### config.mk
export PLATFORM = sky130hd
export DESIGN_NAME = inv_round_reg_flat
export DESIGN_NICKNAME = d
export VERILOG_FILES = /design/src/rtl/aes_pkg.sv /design/src/rtl/inv_round_reg_if.sv /design/src/rtl/inv_round_reg.sv /design/src/flat_wrapper.sv
export SDC_FILE = /design/constraint.sdc
export NUM_CORES = 1
export LEC_CHECK = 0
export ABC_AREA = 1
export CORE_MARGIN = 2
export CORE_UTILIZATION = 46
export CTS_BUF_LIST = sky130_fd_sc_hd__clkbuf_8 sky130_fd_sc_hd__clkbuf_16
export DETAILED_ROUTE_END_ITERATION = 8
export PLACE_DENSITY = 0.73
export SYNTH_ARGS = -nofsm -noshare
export SYNTH_HDL_FRONTEND = slang
export SYNTH_SLANG_ARGS = --single-unit
### constraint.sdc
create_clock -name clk -period 17.4 [get_ports clk]
set_input_delay 3.48 -clock clk [delete_from_list [all_inputs] [get_ports clk]]
set_output_delay 3.48 -clock clk [all_outputs]
set_load 0.01 [all_outputs]
### src/rtl/aes_pkg.sv
// Shared AES-128 constants and types used by the inverse-round datapath.
package aes_pkg;
  localparam int AES_BLOCK_W = 128;
  localparam int AES_KEY_W   = 128;
  localparam int AES_NR      = 10;
  localparam int AES_RND_W   = 4;

  typedef logic [AES_RND_W-1:0] round_t;
endpackage : aes_pkg

### src/rtl/inv_round_reg_if.sv
// Handshake bundle between two inverse-round stages: upstream side (in_*) and downstream side (out_*).
interface inv_round_reg_if #(
  parameter int DATA_W = aes_pkg::AES_BLOCK_W,
  parameter int KEY_W  = aes_pkg::AES_KEY_W,
  parameter int RND_W  = aes_pkg::AES_RND_W
);
  logic              in_valid;
  logic              in_ready;
  logic [DATA_W-1:0] in_state;
  logic [KEY_W-1:0]  in_key;
  logic [RND_W-1:0]  in_round;
  logic              out_valid;
  logic              out_ready;
  logic [DATA_W-1:0] out_state;
  logic [KEY_W-1:0]  out_key;
  logic [RND_W-1:0]  out_round;
  logic              out_last;

  modport slave (
    input  in_valid, in_state, in_key, in_round, out_ready,
    output in_ready, out_valid, out_state, out_key, out_round, out_last
  );

  modport master (
    output in_valid, in_state, in_key, in_round, out_ready,
    input  in_ready, out_valid, out_state, out_key, out_round, out_last
  );
endinterface : inv_round_reg_if

### src/rtl/inv_round_reg.sv
// Inter-round pipeline register for AES-128 decryption: main slot plus skid slot,
// fully registered valid/ready handshake, last-round flag and sticky bad-round error.
module inv_round_reg
  import aes_pkg::*;
#(
  parameter int DATA_W    = AES_BLOCK_W,
  parameter int KEY_W     = AES_KEY_W,
  parameter int RND_W     = AES_RND_W,
  parameter int MAX_ROUND = AES_NR
) (
  input  logic            clk,
  input  logic            rst,
  input  logic            flush,
  inv_round_reg_if.slave  bus,
  output logic            err
);
  localparam logic [RND_W-1:0] MAX_ROUND_L = RND_W'(MAX_ROUND);

  logic              r_main_valid;
  logic [DATA_W-1:0] r_main_state;
  logic [KEY_W-1:0]  r_main_key;
  logic [RND_W-1:0]  r_main_round;
  logic              r_skid_valid;
  logic [DATA_W-1:0] r_skid_state;
  logic [KEY_W-1:0]  r_skid_key;
  logic [RND_W-1:0]  r_skid_round;
  logic              r_in_ready;
  logic              r_err;

  logic w_accept;
  logic w_pop;
  logic w_bad_round;
  logic w_skid_valid_nxt;

  assign w_accept    = bus.in_valid && r_in_ready;
  assign w_pop       = r_main_valid && bus.out_ready;
  assign w_bad_round = bus.in_round > MAX_ROUND_L;

  // in_ready must be registered, so it is loaded from the skid occupancy the edge will produce.
  always_comb begin
    w_skid_valid_nxt = r_skid_valid;
    if (w_pop && r_skid_valid)
      w_skid_valid_nxt = w_accept;
    else if (!w_pop && r_main_valid && w_accept)
      w_skid_valid_nxt = 1'b1;
  end

  // NOTE: all state uses non-blocking assignments so every register samples pre-edge values.
  always_ff @(posedge clk or posedge rst) begin
    if (rst) begin
      r_main_valid <= 1'b0;
      r_main_state <= '0;
      r_main_key   <= '0;
      r_main_round <= '0;
      r_skid_valid <= 1'b0;
      r_skid_state <= '0;
      r_skid_key   <= '0;
      r_skid_round <= '0;
      r_in_ready   <= 1'b1;
      r_err        <= 1'b0;
    end else if (flush) begin
      r_main_valid <= 1'b0;
      r_skid_valid <= 1'b0;
      r_in_ready   <= 1'b1;
      r_err        <= 1'b0;
    end else begin
      r_skid_valid <= w_skid_valid_nxt;
      r_in_ready   <= !w_skid_valid_nxt;
      if (w_accept && w_bad_round)
        r_err <= 1'b1;

      if (w_pop) begin
        if (r_skid_valid) begin
          r_main_state <= r_skid_state;
          r_main_key   <= r_skid_key;
          r_main_round <= r_skid_round;
          if (w_accept) begin
            r_skid_state <= bus.in_state;
            r_skid_key   <= bus.in_key;
            r_skid_round <= bus.in_round;
          end
        end else if (w_accept) begin
          r_main_state <= bus.in_state;
          r_main_key   <= bus.in_key;
          r_main_round <= bus.in_round;
        end else begin
          r_main_valid <= 1'b0;
        end
      end else if (w_accept) begin
        if (!r_main_valid) begin
          r_main_valid <= 1'b1;
          r_main_state <= bus.in_state;
          r_main_key   <= bus.in_key;
          r_main_round <= bus.in_round;
        end else begin
          r_skid_state <= bus.in_state;
          r_skid_key   <= bus.in_key;
          r_skid_round <= bus.in_round;
        end
      end
    end
  end

  assign bus.in_ready  = r_in_ready;
  assign bus.out_valid = r_main_valid;
  assign bus.out_state = r_main_state;
  assign bus.out_key   = r_main_key;
  assign bus.out_round = r_main_round;
  assign bus.out_last  = r_main_valid && (r_main_round == '0);
  assign err           = r_err;
endmodule : inv_round_reg

### src/flat_wrapper.sv
// flat-port wrapper written by rule: the top's interface ports become plain ports
module inv_round_reg_flat import aes_pkg::*;
#(
  parameter int DATA_W    = AES_BLOCK_W,
  parameter int KEY_W     = AES_KEY_W,
  parameter int RND_W     = AES_RND_W,
  parameter int MAX_ROUND = AES_NR
)
  (clk, rst, flush, err, bus_in_valid, bus_in_state, bus_in_key, bus_in_round, bus_out_ready, bus_in_ready, bus_out_valid, bus_out_state, bus_out_key, bus_out_round, bus_out_last);
  inv_round_reg_if #(.DATA_W(DATA_W), .KEY_W(KEY_W), .RND_W(RND_W)) bus_i ();
  input  logic clk;
  input  logic rst;
  input  logic flush;
  output logic err;
  input wire logic [$bits(bus_i.in_valid)-1:0] bus_in_valid;
  input wire logic [$bits(bus_i.in_state)-1:0] bus_in_state;
  input wire logic [$bits(bus_i.in_key)-1:0] bus_in_key;
  input wire logic [$bits(bus_i.in_round)-1:0] bus_in_round;
  input wire logic [$bits(bus_i.out_ready)-1:0] bus_out_ready;
  output wire logic [$bits(bus_i.in_ready)-1:0] bus_in_ready;
  output wire logic [$bits(bus_i.out_valid)-1:0] bus_out_valid;
  output wire logic [$bits(bus_i.out_state)-1:0] bus_out_state;
  output wire logic [$bits(bus_i.out_key)-1:0] bus_out_key;
  output wire logic [$bits(bus_i.out_round)-1:0] bus_out_round;
  output wire logic [$bits(bus_i.out_last)-1:0] bus_out_last;
  assign bus_i.in_valid = bus_in_valid;
  assign bus_i.in_state = bus_in_state;
  assign bus_i.in_key = bus_in_key;
  assign bus_i.in_round = bus_in_round;
  assign bus_i.out_ready = bus_out_ready;
  assign bus_in_ready = bus_i.in_ready;
  assign bus_out_valid = bus_i.out_valid;
  assign bus_out_state = bus_i.out_state;
  assign bus_out_key = bus_i.out_key;
  assign bus_out_round = bus_i.out_round;
  assign bus_out_last = bus_i.out_last;
  inv_round_reg #(.DATA_W(DATA_W), .KEY_W(KEY_W), .RND_W(RND_W), .MAX_ROUND(MAX_ROUND)) u_core (.clk(clk), .rst(rst), .flush(flush), .bus(bus_i), .err(err));
endmodule
-- After elaboration in Yosys (flattened, before gate mapping)
Cells that the tools add are included.
W data, S select, Z words.
- register bits after elaboration: 524
- output and inout bits: 264
- word-level logic and storage cells: 73
- $lt $le $gt $ge: 1
- equality and inequality tests: 5
- muxes and demuxes: 38
- bitwise operators: 1
- reduce and logical (&&, ||, !) cells: 18
- operators by type and width (operator ; number):
    $mux W128 ; 18
    $mux W4 ; 9
    $mux W1 ; 11
    $reduce_bool A2 Y1 ; 4
    $logic_and A1 B1 Y1 ; 7
    $ne A3 B3 Y1 const B ; 2
    $reduce_and A5 Y1 ; 1
    $gt A4 B4 Y1 const B ; 1
    $logic_not A4 Y1 ; 1
    $ne A2 B2 Y1 const B ; 2
    $reduce_and A4 Y1 ; 1
    $reduce_and A3 Y1 ; 1
    $reduce_bool A3 Y1 ; 1
    $logic_not A1 Y1 ; 2
    $ne A2 B1 Y1 const B ; 1
    $not A1 Y1 ; 1

-- Logic depth before layout (Yosys ltp)
Gate-level depths: netlist of run 1.
- depth after elaboration: 8
- depth in mapped cells: 8
- depth with buffers taken out: 6

-- Worst setup path before layout of run 1
OpenSTA, ideal clock, no wires.
- kind: input -> register
- from: input port flush
- to: register u_core.r_skid_key[0]
- setup time: 66 ps
- arrival time: 4486 ps
- required time: 17334 ps
- slack: 12848 ps
- stages on the path: 7
- path through: inv_1 -> nand3_1 -> inv_2 -> clkbuf_1 -> clkbuf_1 -> nand3_1 -> nand2_1
- cells in the longest elaborated chain, start to end: 2
- ends and longest elaborated chain (item ; line ; RTL):
    start, declared ; flat_wrapper.sv:13 ; input logic flush;
    $not A1 Y1 (no line) ; n/a ;
    $reduce_and A5 Y1 (no line) ; n/a ;
    end signal, assigned ; inv_round_reg.sv:79 ; r_skid_key <= bus.in_key;
    end signal, assigned ; inv_round_reg.sv:97 ; r_skid_key <= bus.in_key;
    end, declared ; inv_round_reg.sv:25 ; logic [KEY_W-1:0] r_skid_key;
Every way passes these cells.
A chain may end at the register's enable or synchronous reset.

==> impl.org, run 1 <==
** Floorplanning
- Floorplan die area :: 52300 µm²
- Total number of placement rows :: 82
- The die is 229 µm tall.
- The initial utilization of the core area, before any placement, comes to 46.4%.
- From left edge to right edge, the die measures 229 µm.
- The core region is 50100 µm².
- IO Pins :: 529

** CTS
- TritonCTS clock tree :: done
- Cells resized by post-CTS repair :: 0
- Number of buffers added to fix hold violations after cts :: 0
- The root buffer cell chosen for the clock tree is clkbuf_16.
- Clock-pin transition on the worst setup and hold timing paths :: 60 ps
- The clock passes through at most 3 buffers.
- The number of setup buffers added after CTS is 0.
- Number of CTS-inserted buffers :: 56
- In this run the number of H-tree levels came out at 2.
- Sink Count :: 524
- Worst-skew pair later-pin latency :: 600 ps

** Worst hold path
- The worst hold path belongs to the class flop to flop.

** Timing
- Setup violations remaining at the end of the flow were counted as 0.
- Setup Skew :: 27.6 ps
- Timing would allow up to 0.146 GHz.
- The number of max-slew violations in the final report was 0.
- Tmin final :: 6870 ps
- After layout, the worst path uses 39.5% of the clock period.
- Slew @ Worst Pin :: 1330 ps
- In this run the tightest slew margin relative to its limit is 11.0%.
- Setup repair after global routing left no endpoint under its margin.
- Setup TNS :: 0 ps
- Smallest hold slack :: 467 ps
- Fin. Hold Viols :: 0

** Drt
- The first detailed-routing pass took 5 iterations.
- Routed len/inst :: 17.2 µm
- Number of vias in the routed layout :: 21100
- Total detailed-routing wirelength :: 72800 µm
- The detailed router finished its first iteration with 1819 violations.
- In this run the remaining antenna-violating nets after routing total 0.
- Remaining DRCs :: 0
- Dividing the detail-routed via count by the number of cells gives 4.98.

** Cells and area
- Final nets :: 3775
- Highest-count cells in the layout ignoring fill and taps :: 2093 x nand2_1, 528 x clkdlybuf4s50_1, 523 x dfrtp_1, 263 x nand3_1, 57 x clkbuf_16
- Most frequent standard cell in the layout excluding fill and tap cells :: nand2_1
- Cells with a size suffix above 1 make up 3.27% of the layout.
- Area added between synthesis and finish :: 31.6%

** Worst setup path
- Along the worst path, the maximum fanout reaches 79.
- STA classifies the critical path endpoint as an async pin.
- WP data required :: 18030 ps
- CP startpoint kind :: input pin
- Worst endpoint data arrival time :: 7500 ps
- The worst setup path is of the input pin to async pin kind.

** Flow run
- Max Cap Viol :: 0

** Place
- Half-perimeter wire length after detailed placement :: 43600 µm
- Buffers placed on the I/O ports in this run total 528.
- At the end of routability-driven placement, the weighted congestion stood at 0.823.

** Yosys
- After synthesis, the cell types taking the most area are dfrtp_1 56%, nand2_1 34%, nand3_1 5.7%.
- The top cell type by area accounts for 56.3% of the synthesized area.
- During synthesis, Yosys emitted a total of 0 warnings.
- Number of instances in the synthesized netlist :: 3099
- Number of synthesized register bits :: 524
- In this run, distinct cell masters in the synthesized netlist total 16.
- When the netlist entered floorplanning its net count stood at 3364.
- Portion of the post-synthesis area used by sequential elements :: 56.4%
- Synth Area per Inst :: 7.50 µm²
- Cell type with the highest aggregate area in the netlist :: dfrtp_1
- Post-Synthesis Cell Area :: 23200 µm²

** Power and ir drop
- Pleak :: 16.3 nW
- VDD sags by at most 0.0000812 V.
- In this run the power density over the cells is 128 nW/µm².

** Global routing
- The initial antenna violation count is 11.
- First-pass GRT wire length :: 115000 µm
- Across every metal layer, demand over resource in global routing totals 27.4%.
- Congestion Overflow GR :: 0
- Largest net degree at the start of global routing :: 215
- Via count of the first global-routing pass :: 19800

** Status
- Run status :: finished, final reports clean
## per-stage QoR
step / cell area, µm² / setup slack, ps / utilization (%) / std cells / power (mW)
finish: 30600 / 10530 / 61.1 / 4229 / 3.92
global placement: 28800 / 9720 / 57.5 / 4124 / 2.74
global route: 30600 / 9900 / 61.1 / 4229 / 4.13
floorplan: 23200 / 6800 / - / 3099 / 2.19
detailed placement: 28800 / 9700 / 57.5 / 4124 / 2.76
CTS: 30600 / 10370 / 61.1 / 4221 / 3.95
## sequential cells by signal, indices dropped and copies added (netlist names)
register and count:
u_core.bus.in_ready 1, u_core.bus.out_key 128, u_core.bus.out_round 4, u_core.bus.out_state 128, u_core.bus.out_valid 1, u_core.err 1, u_core.r_skid_key 128, u_core.r_skid_round 4
u_core.r_skid_state 128, u_core.r_skid_valid 1
## final timing paths
check	from	to	slack, ps	cells past startpoint
worst min-delay path	u_core.r_skid_state[93]	u_core.r_skid_state[93]	470	2
worst min register to register	u_core.r_skid_state[93]	u_core.r_skid_state[93]	470	2
max in group clk	bus_out_ready	u_core.bus.out_key[26]	10770	9
worst max-delay path	rst	u_core.r_skid_key[109]	10530	6
min in group asynchronous	rst	u_core.bus.out_key[15]	3240	2
worst max register to register	u_core.bus.out_valid	u_core.bus.out_key[26]	13770	8
## cells in the mapped netlist (all sizes together)
| cell type | number |
|---|---|
| clkbuf | 103 |
| dfrtp | 523 |
| inv | 10 |
| nor3 | 1 |
| nand3 | 264 |
| nand2 | 2095 |
| o21ai | 2 |
| nor2 | 3 |
| dfstp | 1 |
| a21oi | 3 |
| buf | 93 |
| nor3b | 1 |
## layout make-up
| class | count | area [µm²] |
|---|---|---|
| clock buffers | 68 | 1580 |
| clock inverters | 29 | 208 |
| multi-input cells | 2369 | 9290 |
| repair buffers | 549 | 5490 |
| well taps | 672 | 841 |
| flip-flops and latches | 524 | 13100 |
| diodes | 8 | 20.0 |
| fillers | 4537 | 19500 |
| inverters | 10 | 48.8 |
## worst max-delay path, stage by stage
cell and delay, ps:
clkdlybuf4s50_1 440, clkinvlp_4 310, buf_4 650, buf_4 840, buf_4 880, buf_4 740
## logic make-up (layout without fill, tap and decap cells)
family                 Yosys count  after routing  share of synthesized area [%]
AND/OR/NAND/NOR               2364           2364                           39.6
buffers and inverters          206            656                           3.82
AO/OA/AOI/OAI                    5              5                          0.124
flip-flops                     524            524                           56.4
other                            0              8                              0
## power by group
part / switching (mW) / internal (mW) / total [mW]
clock: 0.492 / 0.679 / 1.17
combinational: 0.475 / 0.492 / 0.967
sequential: 0.219 / 1.56 / 1.78
total: 1.19 / 2.74 / 3.92
## per-layer routing
metal / vias up / global-route usage [%] / wire length, µm
met3: 122 / 5.86 / 5150
met4: 6 / 9.38 / 2010
met5: - / 0 / 43
met2: 695 / 43.4 / 34500
li1: 10300 / - / -
met1: 9924 / 37.6 / 31100
No activity file was read; power rests on OpenSTA's default activity.
==> inputs of run 2 (changes only) <==
clock period = 6.02 ns   (was 17.4 ns; I/O delays follow)
==> impl.org, run 2 (synthesis results as in run 1) <==
** Floorplanning
- The floorplan die area is 52300 µm² (unchanged).
- The horizontal die dimension is 229 µm (unchanged).
- CORE AREA :: 50100 µm² (unchanged)
- Effective utilization at floorplan :: 46.4% (unchanged)
- The height of the die was 229 µm (unchanged).
- Total number of placement rows :: 82 (unchanged)
- The boundary pin count was 529 (unchanged).

** Power and ir drop
- The internal cell power came to 8.17 mW (was 2.74 mW).
- The worst IR drop on VDD came to 0.000227 V (was 0.0000812 V).
- Power per Cell Area :: 377 nW/µm² (was 128 nW/µm²)
- The share of power burned in the clock network was 31.6% (was 29.9%).
- The total power came to 11.6 mW (was 3.92 mW).
- The net switching power of the design came to 3.47 mW (was 1.19 mW).
- The leakage power total is 16.4 nW (was 16.3 nW).
- Sw Ratio :: 29.9% (was 30.2%)
- The share of total power in sequential cells came to 44.2% (was 45.5%).
- The logic gate share of total power was 24.2% (was 24.6%).

** CTS
- The number of hold buffers added after cts was 0 (unchanged).
- Max Root-Sink Buffers :: 3 (unchanged)
- Clock-pin transition on the worst setup and hold timing paths :: 60 ps (about the same)
- The post-CTS resize count was 0 (unchanged).
- Number of H-tree branching levels :: 2 (unchanged)
- Cell at the root of the clock tree :: clkbuf_16 (unchanged)
- The CTS tree is done (unchanged).
- # Post-CTS Setup Buffers :: 0 (unchanged)
- Worst-skew pair later-pin latency :: 610 ps (was 600 ps)
- The total CTS buffers is 56 (unchanged).
- The count of clock tree sinks was 524 (unchanged).

** Global routing
- Layer with the highest usage :: met2 (unchanged)
- The routing usage on met1 came to 38.5% (was 37.6%).
- Congestion Overflow GR :: 0 (unchanged)
- Met2 usage in global routing :: 42.7% (was 43.4%)
- The all-layer global routing usage came to 27.5% (was 27.4%).
- The initial antenna violation count was 11 (unchanged).
- Largest net degree at the start of global routing :: 200 (was 215)
- The met3 layer usage reported by global route was 5.81% (was 5.86%).
- The wire length of the first global-routing pass is 115000 µm (about the same).
- The number of global-route vias before repair was 19800 (about the same).

** Place
- The count of input and output buffers is 528 (unchanged).
- The weighted congestion reported at the end of routability-driven placement was 0.834 (was 0.823).
- The estimated wirelength of the detail-placed design came to 44000 µm (was 43600 µm).

** Worst setup path
- CP startpoint kind :: input pin (unchanged)
- The signal arrival time at the worst endpoint came to 4240 ps (was 7500 ps).
- Crit path buf inv count :: 3 (was 6)
- The most used cell along the critical path is nand2_1 (was buf_4).
- WP data required :: 6560 ps (was 18030 ps)
- Worst setup path category :: input pin to flop (was input pin to async pin)
- The sort of element at the end of the critical path was a flop (was async pin).
- The library cell contributing the largest single delay on the critical path is buf_4 (unchanged).
- Largest stage delay, worst path :: 860 ps (was 880 ps)
- Top cell family by delay on the critical path :: buffers and inverters (unchanged)
- Max Fanout on Critical Path :: 84 (was 79)
- Worst path cell trace: clkdlybuf4s50_1 > nand3_4 > buf_4 > buf_4 > nand2_1 > nand2_1 > nand2_1 > nand2_1 (was clkdlybuf4s50_1 > clkinvlp_4 > buf_4 > buf_4 > buf_4 > buf_4).

** Drt
- The count of vias placed by the detailed router is 21300 (was 21100).
- Remaining DRCs :: 0 (unchanged)
- The detail-routed net length per standard cell came to 17.3 µm (was 17.2 µm).
- Remaining number of nets flagged by the antenna check after routing :: 0 (unchanged)
- The total wire length is 73600 µm (was 72800 µm).
- Total iterations of the first detailed-routing run :: 6 (was 5)
- The number of DRC violations after detailed-routing iteration 0 was 1897 (was 1819).
- Ratio of routed vias to standard cells :: 5.03 (was 4.98)

** Flow run
- The number of maximum-capacitance constraint violations is 0 (unchanged).

** Cells and area
- Area added between synthesis and finish :: 32.9% (was 31.6%)
- Most frequent standard cell in the layout excluding fill and tap cells :: nand2_1 (unchanged)
- The fraction of final layout cells with drive strength greater than 1 was 3.51% (was 3.27%).
- Area taken by multi-input logic gates :: 9290 µm² (unchanged)
- Highest-count cells in the layout ignoring fill and taps :: 2093 x nand2_1, 528 x clkdlybuf4s50_1, 523 x dfrtp_1, 263 x nand3_1, 57 x clkbuf_16 (unchanged)
- The final-layout fill cell count was 4485 (was 4537).
- FF+latch area :: 13100 µm² (unchanged)
- Final nets :: 3778 (was 3775)

** Timing
- The slew at the pin closest to its max-slew limit came to 1060 ps (was 1330 ps).
- The worst slew margin relative to its limit came to 29.5% (was 11.0%).
- The clock period could shrink to 3700 ps.
- The number of max-slew violations in the final report is 0 (unchanged).
- The setup-violating endpoint count in the final report is 0 (unchanged).
- The final number of hold-violating endpoints was 0 (unchanged).
- RSZ-0062 raised after global routing: no (unchanged).
- The tightest hold margin is 470 ps (was 467 ps).
- Timing would allow up to 0.270 GHz.
- Period Utilization, post-route :: 61.5%
- Setup Skew :: 9.53 ps (was 27.6 ps)

** Status
- Run status: finished, final reports clean (unchanged).

** Worst hold path
- Tightest Hold Check Type :: flop to flop (unchanged)
==> run 2: layout make-up <==
cell class                 instances  area share (%)
sequential                       524            42.4
multi-input combinational       2369            30.1
timing repair buffer             552            18.2
clock buffer                      70            5.20
tap                              672            2.72
clock inverter                    33            1.15
inverter                          10           0.158
antenna                           11          0.0891
==> run 2: path summary, 6_finish.rpt <==
check,slack [ps],startpoint,cells after the start,end
min in group asynchronous,1150,rst,2,u_core.r_skid_state[92]
worst min register to register,470,u_core.r_skid_state[1],2,u_core.r_skid_state[1]
worst max register to register,3050,u_core.bus.out_valid,7,u_core.bus.out_key[67]
worst max-delay path,2320,bus_out_ready,8,u_core.bus.out_key[67]
max in group asynchronous,3660,rst,3,u_core.r_skid_key[111]
worst min-delay path,470,u_core.r_skid_state[1],2,u_core.r_skid_state[1]
==> run 2: layer usage <==
layer | part of all wire (%) | vias up
met1 | 43 | 10100
met5 | 0.037 | -
met2 | 47 | 740
met4 | 2.9 | 4
met3 | 7.0 | 127
li1 | - | 10300
==> run 2: power groups by stage <==
stage,combinational [mW],clock [mW],sequential [mW]
floorplan,1.06,0,5.27
global placement,2.78,0,5.16
detailed placement,2.84,0,5.16
CTS,2.85,3.73,5.13
global route,3.10,3.89,5.25
finish,2.82,3.68,5.14
==> run 2: worst min-delay path, cell delays in order (launching register included) <==
cell and delay, ps:
dfrtp_1 340, nand2_1 50, nand2_1 50
==> run 2: through the flow <==
| stage | setup slack, ps | utilization (%) | TNS [ps] | area, µm² | cells |
|---|---|---|---|---|---|
| detailed placement | 1730 | 57.7 | 0 | 28900 | 4127 |
| floorplan | -2300 | - | -1204970 | 23200 | 3099 |
| finish | 2320 | 61.7 | 0 | 30900 | 4241 |
| CTS | 2360 | 61.7 | 0 | 30900 | 4230 |
| global placement | 1860 | 57.7 | 0 | 28900 | 4127 |
| global route | 2120 | 61.7 | 0 | 30900 | 4239 |
